File: src/rtl/morra_driver.sv
// Morra match driver: plays one match of LFSR-generated moves against an external referee.
// Define MORRA_DRV_CHECK_EN to build the checker that flags referee round results it disagrees with.
module morra_driver (
    input  logic       clk,
    input  logic       rst_n,
    input  logic       start,
    input  logic [3:0] cfg_rounds,
    input  logic [1:0] manche,
    input  logic [1:0] partita,
    output logic [1:0] i1,
    output logic [1:0] i2,
    output logic       inizio,
    output logic       busy,
    output logic       done,
    output logic [1:0] result,
    output logic [4:0] wins1,
    output logic [4:0] wins2,
    output logic [4:0] rounds,
    output logic       mismatch,
    output logic [2:0] dbg_state
);
    typedef enum logic [2:0] {
        IDLE = 3'd0,
        INIT = 3'd1,
        PLAY = 3'd2,
        WAIT = 3'd3,
        DONE = 3'd4
    } state_t;

    localparam logic [15:0] LFSR_SEED   = 16'hACE1;
    localparam logic [4:0]  ROUND_LIMIT = 5'd20;

    state_t      state, state_next;
    logic        init_cnt;
    logic [3:0]  cfg_q;
    logic [15:0] lfsr;
    logic [1:0]  mv1, mv2;
    logic [1:0]  i1_d, i2_d;
    logic        inizio_d;
    logic        round_valid;
    logic [4:0]  rounds_nx;

    function automatic logic [4:0] sat_inc(input logic [4:0] v);
        return (v == 5'd31) ? v : v + 5'd1;
    endfunction

    // The move code 00 is not a legal move, so it is folded onto rock.
    assign mv1         = (lfsr[1:0] == 2'b00) ? 2'b01 : lfsr[1:0];
    assign mv2         = (lfsr[9:8] == 2'b00) ? 2'b01 : lfsr[9:8];
    assign round_valid = (manche != 2'b00);
    assign rounds_nx   = round_valid ? sat_inc(rounds) : rounds;

    always_ff @(posedge clk) begin
        if (!rst_n) state <= IDLE;
        else        state <= state_next;
    end

    always_comb begin
        state_next = state;
        case (state)
            IDLE: if (start) state_next = INIT;
            INIT: if (init_cnt) state_next = PLAY;
            PLAY: state_next = WAIT;
            WAIT: begin
                if (partita != 2'b00 || rounds_nx >= ROUND_LIMIT) state_next = DONE;
                else                                              state_next = PLAY;
            end
            DONE:    state_next = IDLE;
            default: state_next = IDLE;
        endcase
    end

    // Registered outputs are computed from the upcoming state so they line up with it.
    always_comb begin
        i1_d      = 2'b00;
        i2_d      = 2'b00;
        inizio_d  = 1'b0;
        busy      = (state != IDLE);
        done      = (state == DONE);
        dbg_state = state;
        case (state_next)
            INIT: begin
                inizio_d     = 1'b1;
                {i1_d, i2_d} = (state == IDLE) ? cfg_rounds : cfg_q;
            end
            PLAY: begin
                i1_d = mv1;
                i2_d = mv2;
            end
            WAIT: begin
                i1_d = i1;
                i2_d = i2;
            end
            default: ;
        endcase
    end

    always_ff @(posedge clk) begin
        if (!rst_n) begin
            init_cnt <= 1'b0;
            cfg_q    <= 4'd0;
            lfsr     <= LFSR_SEED;
            i1       <= 2'b00;
            i2       <= 2'b00;
            inizio   <= 1'b0;
            result   <= 2'b00;
            wins1    <= 5'd0;
            wins2    <= 5'd0;
            rounds   <= 5'd0;
        end else begin
            i1       <= i1_d;
            i2       <= i2_d;
            inizio   <= inizio_d;
            init_cnt <= (state == INIT) && !init_cnt;
            if (state == PLAY)
                lfsr <= {lfsr[0] ^ lfsr[2] ^ lfsr[3] ^ lfsr[5], lfsr[15:1]};
            if (state == IDLE && start) begin
                cfg_q  <= cfg_rounds;
                result <= 2'b00;
                wins1  <= 5'd0;
                wins2  <= 5'd0;
                rounds <= 5'd0;
            end
            if (state == WAIT) begin
                rounds <= rounds_nx;
                if (manche == 2'b01) wins1 <= sat_inc(wins1);
                if (manche == 2'b10) wins2 <= sat_inc(wins2);
                if (partita != 2'b00) result <= partita;
            end
        end
    end

`ifdef MORRA_DRV_CHECK_EN
    logic [1:0] manche_exp;

    // Moves are held through WAIT, so the round outcome is judged from i1/i2 directly.
    always_comb begin
        if (i1 == i2)
            manche_exp = 2'b11;
        else if ((i1 == 2'b01 && i2 == 2'b11) || (i1 == 2'b10 && i2 == 2'b01) ||
                 (i1 == 2'b11 && i2 == 2'b10))
            manche_exp = 2'b01;
        else
            manche_exp = 2'b10;
    end

    always_ff @(posedge clk) begin
        if (!rst_n)
            mismatch <= 1'b0;
        else if (state == WAIT && manche != manche_exp)
            mismatch <= 1'b1;
    end
`else
    assign mismatch = 1'b0;
`endif

endmodule

File: config.mk
export PLATFORM = sky130hd
export DESIGN_NAME = morra_driver
export DESIGN_NICKNAME = d
export VERILOG_FILES = /design/src/rtl/morra_driver.sv
export SDC_FILE = /design/constraint.sdc
export NUM_CORES = 1
export LEC_CHECK = 0
export CAP_MARGIN = 20
export CORE_ASPECT_RATIO = 0.6
export CORE_MARGIN = 4
export CORE_UTILIZATION = 35
export CTS_CLUSTER_SIZE = 30
export DETAILED_ROUTE_END_ITERATION = 6
export PLACE_DENSITY_LB_ADDON = 0.12
export SYNTH_ARGS = -nofsm -noshare
export SYNTH_HDL_FRONTEND = slang
export SYNTH_SLANG_ARGS = --single-unit
File: constraint.sdc
create_clock -name clk -period 2 [get_ports clk]
set_clock_uncertainty 0.1 [all_clocks]
set_input_delay 0.6 -clock clk [delete_from_list [all_inputs] [get_ports clk]]
set_output_delay 0.6 -clock clk [all_outputs]
set_load 0.01 [all_outputs]
==> reports/qor.json <==
{
  "core_region_area": {"value": 0.00573, "unit": "sq mm"},
  "synth_compound_area_frac": {"value": 0.168},
  "finalSetupViolations": {"value": 0},
  "timing.critical_path.arrival": {"value": 1.25, "unit": "ns"},
  "rsz0062_at_grt": {"value": "true"},
  "fill_cells": {"value": 590},
  "final_weighted_congestion_in_routability_driven_placement": {"value": 0.744},
  "post_synth_inst_count": {"value": 240},
  "synth_fa_ha_area_frac": {"value": 0.0294},
  "synthSimpleGateAreaFrac": {"value": 0.271},
  "yosysSeqAreaShare": {"value": 0.433},
  "max-clock-path-buffers": {"value": 2},
  "ios": {"value": 39},
  "cts_tree": {"value": "done"},
  "critical-path-slowest-cell": {"value": "sky130_fd_sc_hd__clkdlybuf4s50_1"},
  "h-tree-depth": {"value": 2},
  "yosysMostFrequentCell": {"value": "sky130_fd_sc_hd__nand2_1"},
  "postSynthNetCount": {"value": 256},
  "drt-wirelength-per-cell": {"value": 13.4, "unit": "microns"},
  "chipWidth": {"value": 109, "unit": "microns"},
  "clock.fmax": {"value": 513, "unit": "MHz"},
  "overflow": {"value": 0},
  "synth.area.mux_share": {"value": 0.0494},
  "synth_top_area_cell": {"value": "sky130_fd_sc_hd__dfxtp_1"},
  "die-area": {"value": 0.00743, "unit": "sq mm"},
  "largest_family_of_logic_cells_by_synthesized_area": {"value": "simple AND/OR/NAND/NOR gates"},
  "slowest_delay": {"value": 0.55, "unit": "ns"},
  "result_of_the_run": {"value": "finished clean"},
  "row_count": {"value": 21},
  "initialDrtViolationCount": {"value": 79},
  "worstRegToRegCells": {"value": 7},
  "grt_pass1_wl": {"value": 8540, "unit": "microns"},
  "number_of_antenna_violations_at_the_first_check_in_global_routing": {"value": 0},
  "io_buffer_count": {"value": 37},
  "worst-path-buf-inv": {"value": 1},
  "syn_area_per_cell": {"value": 8.86, "unit": "sq um"},
  "synthDominantCellAreaShare": {"value": 0.433},
  "yosys_warnings": {"value": 0},
  "final_antenna_net_count": {"value": 0},
  "worst_ep_required_time": {"value": 1.30, "unit": "ns"},
  "yosys.area_share.xor_xnor": {"value": 0.0206},
  "timing.critical_path.from_type": {"value": "flip-flop"},
  "drt_pre_antenna_iters": {"value": 4},
  "layout-drive-gt1-share": {"value": 0.237},
  "wirelength": {"value": 5140, "unit": "microns"},
  "drv_cap": {"value": 0},
  "cts.clk_slew.worst_paths": {"value": 0.09, "unit": "ns"},
  "fin_cells": {"value": 384},
  "n_antenna_cell": {"value": 0},
  "vdd.ir_drop.worst": {"value": 0.000291, "unit": "V"},
  "p_total": {"value": 1.79, "unit": "mW"},
  "cts_root_buf": {"value": "sky130_fd_sc_hd__clkbuf_8"},
  "route.detailed.vias_per_inst": {"value": 4.72},
  "tritoncts.num_buffers": {"value": 5},
  "period_share": {"value": 0.974},
  "timing.critical_path.fanout_max": {"value": 7},
  "timing_worst_setup_path_type": {"value": "flip-flop to primary output"},
  "worst_path_dominant_cell_family": {"value": "buffers and inverters"},
  "synthFlopType": {"value": "sky130_fd_sc_hd__dfxtp_1"},
  "cts_sinks": {"value": 46},
  "final_max_slew_viols": {"value": 0},
  "placed_cells_incl_taps": {"value": 372},
  "yosys.cell_types.count": {"value": 44},
  "worstReg2RegEnd": {"value": "wins2[3]$_SDFFE_PN0P_"},
  "grt_start_max_net_pins": {"value": 34},
  "synth-edff-count": {"value": 0},
  "area.growth.synth_to_final": {"value": 37.9, "unit": "%"},
  "post-route-drc-count": {"value": 0},
  "rr_startpoint": {"value": "wins2[0]$_SDFFE_PN0P_"},
  "num-nets-final": {"value": 319},
  "critical_path_depth": {"value": 1},
  "async_flop_share": {"value": 0},
  "finalCriticalPeriod": {"value": 1.95, "unit": "ns"},
  "start_util": {"value": 0.371},
  "cts_hold_repair.buffers": {"value": 0},
  "clock_latency": {"value": 0.30, "unit": "ns"},
  "synth_area_leaders": {"value": "sky130_fd_sc_hd__dfxtp_1, sky130_fd_sc_hd__nand2_1, sky130_fd_sc_hd__a21boi_0"},
  "power_density": {"value": 610, "unit": "mW/mm^2"},
  "worstPathCellList": {"value": "clkdlybuf4s50_1"},
  "global_route.usage.total": {"value": 0.149},
  "total_leakage_power": {"value": 1.22, "unit": "nW"},
  "min-delay-path-class": {"value": "flip-flop to flip-flop"},
  "chipHeight": {"value": 68.4, "unit": "microns"},
  "synth_commonest_cells": {"value": "sky130_fd_sc_hd__nand2_1, sky130_fd_sc_hd__dfxtp_1, sky130_fd_sc_hd__nor2_1"},
  "synth_area": {"value": 0.00213, "unit": "sq mm"},
  "ys_seq_elements": {"value": 46},
  "worst_setup_path_end_kind": {"value": "primary output"},
  "critical_path.endpoint": {"value": "rounds[3]"},
  "dr_total_vias": {"value": 1811},
  "rrSetupSlack": {"value": 0.09, "unit": "ns"},
  "finalHoldViolCount": {"value": 0},
  "crit_path_start": {"value": "rounds[3]$_SDFFE_PN0P_"},
  "hpwl": {"value": 3670, "unit": "microns"},
  "grt_pass1_vias": {"value": 1699}
}
stage by stage:
stage | cell area, sq um | TNS [ns] | hold WS [ns] | setup slack (ns) | util
2_1_floorplan | 2130 | 0 | 0.340 | 0.00313 | -
3_3_place_gp | 2770 | -5.15 | 0.347 | -0.465 | 0.484
3_5_place_dp | 2770 | -5.25 | 0.356 | -0.477 | 0.484
4_1_cts | 2890 | 0 | 0.371 | 0.00897 | 0.504
5_1_grt | 2930 | -0.0129 | 0.392 | -0.0100 | 0.512
6_report | 2930 | 0 | 0.368 | 0.0524 | 0.512
cells in the final DEF, fill, tap and decap left out, drive strengths merged, types with 5 or more instances in the layout:
master	instances
and3	6
nand3	10
clkbuf	7
nor2	17
o21a	6
nand2	54
and2	6
dfxtp	46
a21boi	14
buf	30
dlygate4sd2	9
ha	5
mux2i	6
a21oi	6
clkdlybuf4s50	27
o21ai	6
report_power, final:
group | internal [mW] | switching, mW | leakage (nW) | total (mW)
clock | 0.279 | 0.308 | 0.0482 | 0.587
combinational | 0.128 | 0.111 | 0.794 | 0.239
sequential | 0.940 | 0.0211 | 0.379 | 0.961
total | 1.35 | 0.439 | 1.22 | 1.79
cell families after synthesis:
| group | after synthesis |
|---|---|
| adders and majority gates | 5 |
| DFF | 46 |
| other | 1 |
| muxes | 10 |
| and+or+nand+nor | 113 |
| buffers and inverters | 13 |
| xor gates and xnor gates | 5 |
| AOI/OAI and AO/OA | 47 |
sequential cells by signal (all words and copies together) (netlist names), 2 cells and up:
name and count:
wins2 5, cfg_q 4, dbg_state 3, rounds 5
i1 2, i2 2, wins1 5, result 2
lfsr 16
worst reg2reg max path, cell delays in order, from the launching register on:
cell                      delay, ns
sky130_fd_sc_hd__dfxtp_2       0.33
sky130_fd_sc_hd__ha_2          0.18
sky130_fd_sc_hd__and3_4        0.17
sky130_fd_sc_hd__ha_2          0.18
sky130_fd_sc_hd__nor4b_4       0.34
sky130_fd_sc_hd__nand4_1       0.15
sky130_fd_sc_hd__and3_1        0.19
sky130_fd_sc_hd__o21a_1        0.17
layout make-up:
| cell class | instances | area [sq um] | share of cell area |
|---|---|---|---|
| clock buffers | 7 | 86.3 | 0.0294 |
| repair buffers | 67 | 612 | 0.209 |
| well taps | 80 | 100 | 0.0341 |
| flip-flops and latches | 46 | 941 | 0.321 |
| clock inverters | 1 | 5.00 | 0.00171 |
| inverters | 2 | 7.51 | 0.00256 |
| multi-input cells | 181 | 1180 | 0.402 |
layer usage:
metal	GRT usage	vias up	share of wire
met1	0.228	825	0.58
met5	0	-	0
met2	0.198	31	0.37
met3	0.0377	8	0.043
li1	-	947	-
met4	0.0504	0	0.012
repair_timing:
action                                  in CTS  in global routing
gates resized for setup                     17                 13
endpoints found under the setup margin      18                 12
pin swaps                                    3                  6
buffers inserted                             2                  2
hold endpoints to repair                     0                  0
worst min-delay path by stage:
stage               slack [ns]                     to             startpoint  cells after the start
finish                    0.37  cfg_q[2]$_SDFFE_PN0P_  cfg_q[2]$_SDFFE_PN0P_                      2
global route              0.39   lfsr[9]$_SDFFE_PN0P_  lfsr[10]$_SDFFE_PN1P_                      2
CTS                       0.37   lfsr[9]$_SDFFE_PN0P_  lfsr[10]$_SDFFE_PN1P_                      2
detailed placement        0.36  lfsr[10]$_SDFFE_PN1P_  lfsr[11]$_SDFFE_PN1P_                      2
global placement          0.35  lfsr[12]$_SDFFE_PN0P_  lfsr[13]$_SDFFE_PN1P_                      2
floorplan                 0.34  lfsr[10]$_SDFFE_PN1P_  lfsr[10]$_SDFFE_PN1P_                      2
Note: power is estimated with default switching activity, not from simulation.
